--- config.mk ---
export PLATFORM = sky130hd
export DESIGN_NAME = scan_crypt_seq_ctrl
export DESIGN_NICKNAME = d
export VERILOG_FILES = /design/src/rtl/scan_crypt_pkg.sv /design/src/rtl/scan_crypt_seq_ctrl_bit_counter.sv /design/src/rtl/scan_crypt_seq_ctrl.sv
export SDC_FILE = /design/constraint.sdc
export NUM_CORES = 1
export LEC_CHECK = 0
export CAP_MARGIN = 20
export CORE_ASPECT_RATIO = 1.5
export CORE_MARGIN = 1
export CORE_UTILIZATION = 55
export CTS_CLUSTER_DIAMETER = 50
export DETAILED_ROUTE_END_ITERATION = 10
export PLACE_DENSITY_LB_ADDON = 0.2
export SYNTH_ARGS = -nofsm -noshare
export SYNTH_HDL_FRONTEND = slang
export SYNTH_SLANG_ARGS = --single-unit
--- constraint.sdc ---
create_clock -name tck -period 4.7 [get_ports tck]
set_input_delay 1.175 -clock tck [delete_from_list [all_inputs] [get_ports tck]]
set_output_delay 1.175 -clock tck [all_outputs]
set_load 0.01 [all_outputs]
--- src/rtl/scan_crypt_pkg.sv ---
// Shared types and sizing helpers for the encrypted scan-chain sequencer.
package scan_crypt_pkg;

  localparam int DEF_CHAIN_LEN = 128;
  localparam int DEF_PAT_W     = 16;

  typedef enum logic [2:0] {
    ST_IDLE,
    ST_KEY_START,
    ST_KEY_WAIT,
    ST_SHIFT,
    ST_UPDATE,
    ST_CAPTURE,
    ST_FINISH
  } state_e;

  // Index width for a counter covering 0..n-1, never narrower than one bit.
  function automatic int idx_w(input int n);
    return (n > 1) ? $clog2(n) : 1;
  endfunction

endpackage

--- src/rtl/scan_crypt_seq_ctrl_bit_counter.sv ---
// Position counter for one SHIFT window: clear wins over enable, wraps after CHAIN_LEN-1.
// tc is decoded from the registered count, no backpressure.
module scan_bit_counter
  import scan_crypt_pkg::*;
#(
  parameter int CHAIN_LEN = DEF_CHAIN_LEN
) (
  input  logic                         tck,
  input  logic                         reset_n,
  input  logic                         clr,
  input  logic                         en,
  output logic [idx_w(CHAIN_LEN)-1:0]  cnt,
  output logic                         tc
);

  localparam int               CNT_W = idx_w(CHAIN_LEN);
  localparam logic [CNT_W-1:0] LAST  = CNT_W'(CHAIN_LEN - 1);

  logic [CNT_W-1:0] cnt_q;
  logic [CNT_W-1:0] cnt_d;

  always_comb begin
    cnt_d = cnt_q;
    if (clr) begin
      cnt_d = '0;
    end else if (en) begin
      cnt_d = (cnt_q == LAST) ? '0 : cnt_q + CNT_W'(1);
    end
  end

  always_ff @(posedge tck) begin
    if (!reset_n) begin
      cnt_q <= '0;
    end else begin
      cnt_q <= cnt_d;
    end
  end

  assign cnt = cnt_q;
  assign tc  = (cnt_q == LAST);

endmodule

--- src/rtl/scan_crypt_seq_ctrl.sv ---
// Key-expansion launch plus overlapped SHIFT/UPDATE/CAPTURE sequencing for the encrypted scan chain.
// Moore outputs from registered state; optional KEY_WAIT timeout under SCAN_KEY_TIMEOUT_EN.
module scan_crypt_seq_ctrl
  import scan_crypt_pkg::*;
#(
  parameter int CHAIN_LEN   = DEF_CHAIN_LEN,
  parameter int PAT_W       = DEF_PAT_W,
  parameter int KEY_TIMEOUT = 64
) (
  input  logic                         tck,
  input  logic                         reset_n,
  input  logic                         start,
  input  logic                         abort,
  input  logic [PAT_W-1:0]             num_patterns,
  input  logic                         key_done,
  output logic                         ka_start,
  output logic                         shift_en,
  output logic                         update_en,
  output logic                         capture_en,
  output logic                         si_req,
  output logic                         so_valid,
  output logic [idx_w(CHAIN_LEN)-1:0]  bit_idx,
  output logic [PAT_W-1:0]             pat_idx,
  output logic                         busy,
  output logic                         done,
  output logic                         err
);

  state_e             state_q, state_d;
  logic [PAT_W-1:0]   num_q, num_d;
  logic [PAT_W-1:0]   pat_q, pat_d;
  logic               cnt_clr;
  logic               cnt_en;
  logic               cnt_tc;
  logic               start_ok;

`ifdef SCAN_KEY_TIMEOUT_EN
  localparam int             KT_W = idx_w(KEY_TIMEOUT);
  localparam logic [KT_W-1:0] KT_LAST = KT_W'(KEY_TIMEOUT - 1);

  logic [KT_W-1:0] kt_q, kt_d;
  logic            err_q, err_d;
`endif

  scan_bit_counter #(
    .CHAIN_LEN (CHAIN_LEN)
  ) u_bit_cnt (
    .tck     (tck),
    .reset_n (reset_n),
    .clr     (cnt_clr),
    .en      (cnt_en),
    .cnt     (bit_idx),
    .tc      (cnt_tc)
  );

  // abort beats a coincident start, so it never launches a run
  assign start_ok = (state_q == ST_IDLE) && start && !abort;
  assign cnt_en   = (state_q == ST_SHIFT);
  assign cnt_clr  = (state_q != ST_SHIFT) || abort;

  always_comb begin
    state_d = state_q;
    num_d   = num_q;
    pat_d   = pat_q;
`ifdef SCAN_KEY_TIMEOUT_EN
    err_d   = err_q;
    kt_d    = (state_q == ST_KEY_WAIT) ? kt_q + KT_W'(1) : '0;
`endif

    if (abort && (state_q != ST_IDLE)) begin
      state_d = ST_IDLE;
    end else begin
      unique case (state_q)
        ST_IDLE: begin
          if (start_ok) begin
            num_d   = num_patterns;
            pat_d   = '0;
`ifdef SCAN_KEY_TIMEOUT_EN
            err_d   = 1'b0;
`endif
            state_d = (num_patterns == '0) ? ST_FINISH : ST_KEY_START;
          end
        end
        ST_KEY_START: state_d = ST_KEY_WAIT;
        ST_KEY_WAIT: begin
          if (key_done) begin
            state_d = ST_SHIFT;
          end
`ifdef SCAN_KEY_TIMEOUT_EN
          else if (kt_q == KT_LAST) begin
            state_d = ST_IDLE;
            err_d   = 1'b1;
          end
`endif
        end
        ST_SHIFT: begin
          if (cnt_tc) begin
            state_d = (pat_q == num_q) ? ST_FINISH : ST_UPDATE;
          end
        end
        ST_UPDATE: state_d = ST_CAPTURE;
        ST_CAPTURE: begin
          pat_d   = pat_q + PAT_W'(1);
          state_d = ST_SHIFT;
        end
        ST_FINISH: state_d = ST_IDLE;
        default:   state_d = ST_IDLE;
      endcase
    end
  end

  always_ff @(posedge tck) begin
    if (!reset_n) begin
      state_q <= ST_IDLE;
      num_q   <= '0;
      pat_q   <= '0;
    end else begin
      state_q <= state_d;
      num_q   <= num_d;
      pat_q   <= pat_d;
    end
  end

`ifdef SCAN_KEY_TIMEOUT_EN
  always_ff @(posedge tck) begin
    if (!reset_n) begin
      kt_q  <= '0;
      err_q <= 1'b0;
    end else begin
      kt_q  <= kt_d;
      err_q <= err_d;
    end
  end

  assign err = err_q;
`else
  assign err = 1'b0;
`endif

  // Window 0 only loads, the final window only unloads, all others overlap both.
  assign busy       = (state_q != ST_IDLE);
  assign ka_start   = (state_q == ST_KEY_START);
  assign shift_en   = (state_q == ST_SHIFT);
  assign update_en  = (state_q == ST_UPDATE);
  assign capture_en = (state_q == ST_CAPTURE);
  assign done       = (state_q == ST_FINISH);
  assign si_req     = shift_en && (pat_q < num_q);
  assign so_valid   = shift_en && (pat_q != '0);
  assign pat_idx    = pat_q;

endmodule

-- Word-level counts from Yosys, hierarchy flattened
Index checks and enable logic that the tools add are counted.
- magnitude comparators: 1
- mux-type cells: 9
- div/mod/pow operators: 0
- reductions and logical operators: 17
- equality and inequality tests: 12
- shift-type cells: 0
- bitwise operators: 2
- multiply operators: 0
- add/sub/neg operators: 2
- operator list (operator ; number):
    $pmux W16 S2 ; 1
    $pmux W3 S6 ; 1
    $add A16 B1 Y16 const B ; 1
    $eq A16 B16 Y1 ; 1
    $logic_not A16 Y1 ; 1
    $lt A16 B16 Y1 ; 1
    $mux W16 ; 1
    $reduce_bool A16 Y1 ; 1
    $mux W3 ; 4
    $eq A3 B3 Y1 const B ; 3
    $reduce_and A3 Y1 ; 3
    $add A7 B1 Y7 const B ; 1
    $eq A7 B7 Y1 const B ; 1
    $mux W7 ; 1
    $eq A3 B2 Y1 const B ; 2
    $logic_and A1 B1 Y1 ; 5
    $ne A2 B2 Y1 const B ; 2
    $reduce_or A2 Y1 ; 2
    $eq A3 B1 Y1 const B ; 1
    $logic_not A3 Y1 ; 1
    $ne A3 B2 Y1 const B ; 1
    $reduce_bool A3 Y1 ; 1
    $mux W2 ; 1
    $ne A2 B1 Y1 const B ; 1
    other kinds (4) ; 5
- bits in writable memories: 0
- bits in latches: 0
- bits in registers: 42
- word-level logic and storage cells: 47
- memories: 0
- output and inout bits: 32
- memory bits (read-only): 0

-- Depth between registers and ports, before layout
Gate-level depths: netlist of run 1.
- depth in word-level cells: 5
- mapped depth: 7
- mapped depth without buffers: 7

-- By module
From an unflattened synthesis of run 1, not the netlist that was laid out.
- cells, all modules: 288
- area total of the unflattened synthesis: 2433.6 µm²
- by module, submodules not included (module ; area each (µm²) ; seq. area each (µm²) ; instances ; cells an instance):
    scan_crypt_seq_ctrl ; 2128.3 ; 700.7 ; 1 ; 253
    scan_bit_counter ; 305.3 ; 140.1 ; 1 ; 35

-- Least setup slack after synthesis of run 1
Ideal clock, no wire load.
- path kind: reg-to-output
- start: reg pat_q[0] (netlist: pat_idx[0])
- end: out si_req
- cell stages (with the launch flop): 8
- data arrival time: 1436 ps
- path slack: 2089 ps
- data required time: 3525 ps
- cells stage by stage: dfxtp_1 -> inv_1 -> ha_1 -> nor2b_1 -> o211ai_1 -> a21oi_1 -> nor3_1 -> o311a_1
- longest elaborated chain between the ends: 2
- RTL lines (item ; line ; source):
    start, declared ; scan_crypt_seq_ctrl.sv:31 ; logic [PAT_W-1:0] pat_q, pat_d;
    start signal, assigned ; scan_crypt_seq_ctrl.sv:120 ; pat_q <= pat_d;
    $lt A16 B16 Y1 ; scan_crypt_seq_ctrl.sv:147 ; assign si_req = shift_en && (pat_q < num_q);
    $logic_and A1 B1 Y1 ; scan_crypt_seq_ctrl.sv:147 ;
    end, declared ; scan_crypt_seq_ctrl.sv:20 ; output logic si_req,
No other way between the ends.

-- Final worst setup path of run 1
- start: reg pat_q[9] (netlist: pat_idx[9])
- end: out si_req
The elaborated chain is that of the path after synthesis.

==> run_results.csv, run 1 <==
group,metric,value,unit
pwr,switching_power,0.183,mW
clocking,cts_inserted_buffers,5,
synth,yosysUniqueCellTypes,47,
pwr,pwr-share-clk,0.374,
worst_setup_path,crit_arrival,2.42,ns
timing,max_slew.worst_pin.slew,0.692,ns
timing,finalHoldViolCount,0,
clocking,clock_latency,0.29,ns
pwr,intPower,0.585,mW
finish,final_cells,396,
place,dp_slack,1.42,ns
finish,layout_common_cells,"clkdlybuf4s50_1, nand2_1, dfxtp_1",
detailed_routing,dr.pass1.iters,4,
timing,setup_viol,0,
synth,ys_warn_count,0,
clocking,post_cts_buffers,0,
global_routing,grt_max_degree,23,
detailed_routing,drc,0,
timing,fmax,278,MHz
floorplan,die_w,56.1,um
synth,synth.yosys.seq_area_share,0.348,
floorplan,die_h,83.2,um
worst_setup_path,crit_path_end_kind,"primary output",
synth,synth_seq_cells,42,
detailed_routing,via_per_inst,5.61,
synth,synth_top_family_by_area,"simple AND/OR/NAND/NOR gates",
global_routing,grt_pass1_wl,9340,um
pwr,powerDensity,252,mW/mm^2
floorplan,start_util,0.574,
synth,synth_xor_xnor_area_share,0.0507,
synth,ys.flop_type,"dfxtp_1",
worst_setup_path,crit_fanout,6,
synth,synth_cells,302,
clocking,cts_hold_buf,0,
finish,finalNetCount,390,
floorplan,row_count,29,
detailed_routing,antenna_left,0,
finish,final_layout_size_suffix_gt1_frac,0.0400,
clocking,clockBufferDepth,2,
clocking,numClockSinks,42,
finish,nFillCells,339,
clocking,cts_tree,"yes",
global_routing,grt.total_usage,0.247,
pwr,swShare,0.238,
timing,tns,0,ns
place,place_inst,389,
timing,fin_crit_sh,0.764,
worst_setup_path,r2r_setup_slack,2.60,ns
detailed_routing,totalWireLength,5420,um
finish,mostFrequentLayoutCell,"clkdlybuf4s50_1",
timing,rsz0062_at_grt,"false",
synth,syn_avg_cell_area,8.00,um^2
clocking,clkTransAtPathRegs,0.08,ns
worst_setup_path,critPathLaunchType,"register",
finish,fin_area,0.00305,mm^2
pwr,vdd_drop_max,312,uV
synth,synth_edf_count,0,
place,port_buffers,51,
synth,syn_area,0.00242,mm^2
status,status,"completed",
synth,synthMuxAreaShare,0,
timing,setup_slack,1.11,ns
place,postPlaceCellArea,0.00294,mm^2
job,drv_cap,0,
timing,slew-limit-headroom,0.536,
timing,fin_hold_ws,0.455,ns
detailed_routing,post_drt_wl_per_cell,13.7,um
detailed_routing,drt_iter0_markers,103,
floorplan,core,0.00421,mm^2
pwr,combPwrFrac,0.136,
timing,fin_crit,3.59,ns
clocking,h-tree-depth,2,
synth,synth_compound_area_frac,0.155,
detailed_routing,via_count,2220,
clocking,post_cts_resize_count,0,
worst_setup_path,required,3.52,ns
clocking,cts_root_buffer,"clkbuf_8",
timing,slew_violations,0,
pwr,leakagePower,1.11,nW
synth,yosys.area_share.simple,0.289,
finish,diodes,0,
finish,syn2layout_area_growth,26.1,%
synth,ys_async_sr_fraction,0,
place,place_congestion,0.859,
global_routing,grt_pass1_vias,2174,
timing,clock_skew,0.00231,ns
global_routing,grt_overflow,0,
global_routing,antenna_found_initial,0,
synth,syn-num-nets,342,
synth,yosys.area_share.adder,0.0983,
place,hpwl,4210,um
worst_hold_path,hold_path_class,"reg2reg",
floorplan,dieArea,0.00467,mm^2
worst_setup_path,critical_path_class,"reg2out",
floorplan,ios,53,
pwr,p_seq_frac,0.490,
==> per-layer routing <==
| layer | up-vias | wire, um | part of all wire | global-route usage |
|---|---|---|---|---|
| met5 | - | 0 | 0 | 0 |
| met4 | 0 | 150 | 0.028 | 0.106 |
| met3 | 16 | 180 | 0.033 | 0.0389 |
| met2 | 61 | 2870 | 0.53 | 0.460 |
| met1 | 1008 | 2220 | 0.41 | 0.267 |
| li1 | 1135 | - | - | - |
==> per-stage QoR <==
step / power, mW / util
6_report: 0.768 / 0.724
5_1_grt: 0.801 / 0.724
4_1_cts: 0.772 / 0.724
3_5_place_dp: 0.489 / 0.697
3_3_place_gp: 0.486 / 0.697
2_1_floorplan: 0.448 / -
==> registers in the layout (all words and copies together) (netlist names) <==
signal,flops
num_q,16
pat_idx,16
u_bit_cnt.cnt,7
state_q,3
==> logic make-up (layout without fill, tap and decap cells) <==
group,after synthesis,after routing
fa+ha+maj,19,19
flops,42,42
compound gates,58,58
simple gates,134,134
buf+inv,34,82
xor+xnor,14,14
other cells,1,1
==> worst paths after layout <==
kind	endpoint	cells past startpoint	startpoint
worst max-delay path	si_req	6	pat_idx[9]
worst min-delay path	num_q[7]	2	num_q[7]
worst max register to register	pat_idx[11]	4	state_q[0]
worst min register to register	num_q[7]	2	num_q[7]
==> power by group through the flow <==
stage	logic [mW]	registers, mW	clock network (mW)
6_report	0.104	0.376	0.287
5_1_grt	0.117	0.378	0.306
4_1_cts	0.105	0.376	0.291
3_5_place_dp	0.104	0.385	0
3_3_place_gp	0.102	0.384	0
2_1_floorplan	0.0699	0.379	0
==> area by class of cell <==
| class | count | area (um^2) | area share |
|---|---|---|---|
| well taps | 46 | 57.6 | 0.0189 |
| repair buffers | 51 | 510 | 0.167 |
| clock buffers | 6 | 82.6 | 0.0271 |
| multi-input cells | 226 | 1440 | 0.471 |
| clock inverters | 1 | 30.0 | 0.00985 |
| inverters | 24 | 90.1 | 0.0296 |
| flip-flops and latches | 42 | 841 | 0.276 |
==> critical path: stages (launching register included) <==
cell and delay [ns]:
dfxtp_1 0.52, ha_1 0.31, a21oi_1 0.14, o21ai_0 0.13, nor3_1 0.29, o311a_1 0.21, clkdlybuf4s50_1 0.53
==> Yosys cell counts, types with 4 or more instances <==
cell type	n	area, um^2
a21boi_0	9	67.6
a21boi_1	7	52.6
a21oi_1	15	75.1
and2_1	6	37.5
buf_2	4	20.0
clkbuf_1	4	15.0
dfxtp_1	42	841
ha_1	19	238
inv_1	24	90.1
nand2_1	46	173
nand3_1	11	55.1
nand4_1	4	25.0
nor2_1	25	93.8
nor2b_1	7	43.8
nor3_1	6	30.0
nor4_1	7	43.8
o211ai_1	4	30.0
o21ai_0	12	60.1
or3_1	4	25.0
xnor2_1	9	78.8
xor2_1	5	43.8
No activity file was read; power rests on OpenSTA's default activity.
==> run 2: changes to the inputs <==
CORE_UTILIZATION = 46   (was 55)
clock period = 2.98 ns   (was 4.7 ns; I/O delays follow)
==> run 2 against run 1 <==
  * Non-clock buffer count is 11 higher
  * Utilization is 9.7 points lower
  * Largest power group unchanged
  * Highest routed layer unchanged
  * Register-to-register slack worse by 1.5 ns
  * Critical path type unchanged
  * Clock skew is 0.0015 ns higher
  * Total power is 72% higher
  * Combinational power is 66% higher
  * Worst setup slack worse by 1.0 ns
  * Critical endpoint is now so_valid
  * Design area is 4.6% higher
  * Critical path depth is 2 lower
==> run_results.csv, run 2 (same netlist as run 1, synthesis figures left out) <==
group,metric,value,unit
global_routing,grt_pass1_wl,9850,um
global_routing,met2_usage,0.401,
clocking,h-tree-depth,2,
worst_setup_path,cpPeakStageDelay,0.53,ns
clocking,post_cts_buffers,0,
worst_setup_path,crit_fanout,6,
finish,multi_input_area,0.00144,mm^2
finish,seqCellArea,842,um^2
job,drv_cap,0,
worst_hold_path,worstHoldPathCells,2,
worst_setup_path,path_cells,"or4_1, nor4_1, a31oi_1, clkdlybuf4s50_1",
global_routing,use_met3,0.0473,
clocking,cts_hold_buf,0,
timing,fin_hold_ws,0.454,ns
clocking,cts_inserted_buffers,5,
worst_hold_path,holdPathEnd,"num_q[12]",
finish,syn2layout_area_growth,31.9,%
status,status,"completed",
detailed_routing,via_count,2257,
detailed_routing,drt_iter0_markers,82,
timing,fin_crit_sh,0.971,
place,hpwl,4490,um
worst_setup_path,path_depth,4,
clocking,post_cts_resize_count,2,
floorplan,dieArea,0.00556,mm^2
clocking,clock_latency,0.29,ns
worst_setup_path,worst-path-buf-inv,1,
place,port_buffers,51,
worst_setup_path,r2r_setup_slack,1.10,ns
floorplan,ios,53,
clocking,numClockSinks,42,
timing,tns,0,ns
detailed_routing,totalWireLength,5760,um
clocking,clockBufferDepth,2,
timing,fmax,346,MHz
floorplan,die_h,90.8,um
worst_hold_path,hp-start,"num_q[12]",
global_routing,top_usage_layer,"met2",
timing,setup_viol,0,
clocking,clkTransAtPathRegs,0.08,ns
clocking,cts_tree,"yes",
pwr,leakagePower,1.19,nW
timing,fin_crit,2.89,ns
global_routing,grt_pass1_vias,2207,
worst_setup_path,critPathSlowestCell,"or4_1",
finish,fin_area,0.00319,mm^2
detailed_routing,antenna_left,0,
worst_setup_path,worst_r2r_path_depth,6,
floorplan,row_count,32,
timing,clock_skew,0.00384,ns
finish,nFillCells,485,
timing,max_slew.worst_pin.slew,0.597,ns
worst_setup_path,rr_endpoint,"state_q[1]",
place,dp_slack,0.262,ns
timing,slew-limit-headroom,0.600,
global_routing,antenna_found_initial,0,
worst_setup_path,crit_path_end_kind,"primary output",
finish,diodes,0,
floorplan,die_w,61.2,um
timing,slew_violations,0,
pwr,vdd_drop_max,318,uV
worst_setup_path,critical_path_class,"reg2out",
global_routing,use_met1,0.266,
finish,finalNetCount,401,
detailed_routing,post_drt_wl_per_cell,13.4,um
floorplan,core,0.00508,mm^2
pwr,powerDensity,414,mW/mm^2
worst_setup_path,r2r-start,"pat_idx[7]",
timing,rsz0062_at_grt,"false",
global_routing,grt_max_degree,17,
global_routing,grt_overflow,0,
global_routing,grt.total_usage,0.231,
worst_hold_path,hold_path_class,"reg2reg",
finish,final_layout_size_suffix_gt1_frac,0.0746,
place,place_congestion,0.852,
finish,layout_common_cells,"clkdlybuf4s50_1, nand2_1, dfxtp_1",
worst_setup_path,crit_arrival,2.15,ns
floorplan,start_util,0.475,
detailed_routing,drc,0,
finish,mostFrequentLayoutCell,"clkdlybuf4s50_1",
timing,finalHoldViolCount,0,
pwr,total_power,1.32,mW
timing,setup_slack,0.0862,ns
detailed_routing,dr.pass1.iters,4,
place,postPlaceCellArea,0.00305,mm^2
worst_setup_path,critPathLaunchType,"register",
clocking,cts_root_buffer,"clkbuf_8",
worst_setup_path,crit_family,"simple AND/OR/NAND/NOR gates",
detailed_routing,via_per_inst,5.25,
worst_setup_path,required,2.24,ns
## run 2: cell types whose count changed in the layout (fill, tap and decap cells not counted), sizes merged
cell,previous run,this run
clkdlybuf4s50,51,50
buf,0,11
dlygate4sd2,0,1
bufinv,1,2
## run 2: where the power goes
group	internal, mW	switching [mW]	total, mW	leakage [nW]
sequential	0.577	0.0140	0.591	0.341
combinational	0.0828	0.0901	0.173	0.773
clock	0.357	0.200	0.557	0.0714
## run 2: worst min-delay path, stage by stage (launching register included)
cell	delay, ns
dfxtp_1	0.31
nand2_1	0.05
a21boi_1	0.05
## run 2: how the worst max path moves through the flow
stage / to / start
after global placement: si_req / pat_idx[1]
final: so_valid / pat_idx[9]
after detailed placement: si_req / pat_idx[1]
after CTS: so_valid / pat_idx[9]
after global routing: so_valid / pat_idx[9]
after floorplan: si_req / pat_idx[0]
## run 2: per-stage QoR
stage	utilization	std cells
3_3_place_gp	0.599	422
4_1_cts	0.627	430
6_report	0.627	430
3_5_place_dp	0.599	422
5_1_grt	0.627	430
2_1_floorplan	-	302
## run 2: layer usage
layer,vias up,share of wire
met4,0,0.017
met1,1048,0.41
met3,9,0.031
li1,1157,-
met2,43,0.54
met5,-,0
## run 2: cell type report
cell class | instances | share of cell area
Clock buffer | 6 | 0.0259
Clock inverter | 2 | 0.0188
Inverter | 24 | 0.0283
Multi-Input combinational cell | 226 | 0.451
Sequential cell | 42 | 0.264
Tap cell | 68 | 0.0267
Timing Repair Buffer | 62 | 0.186
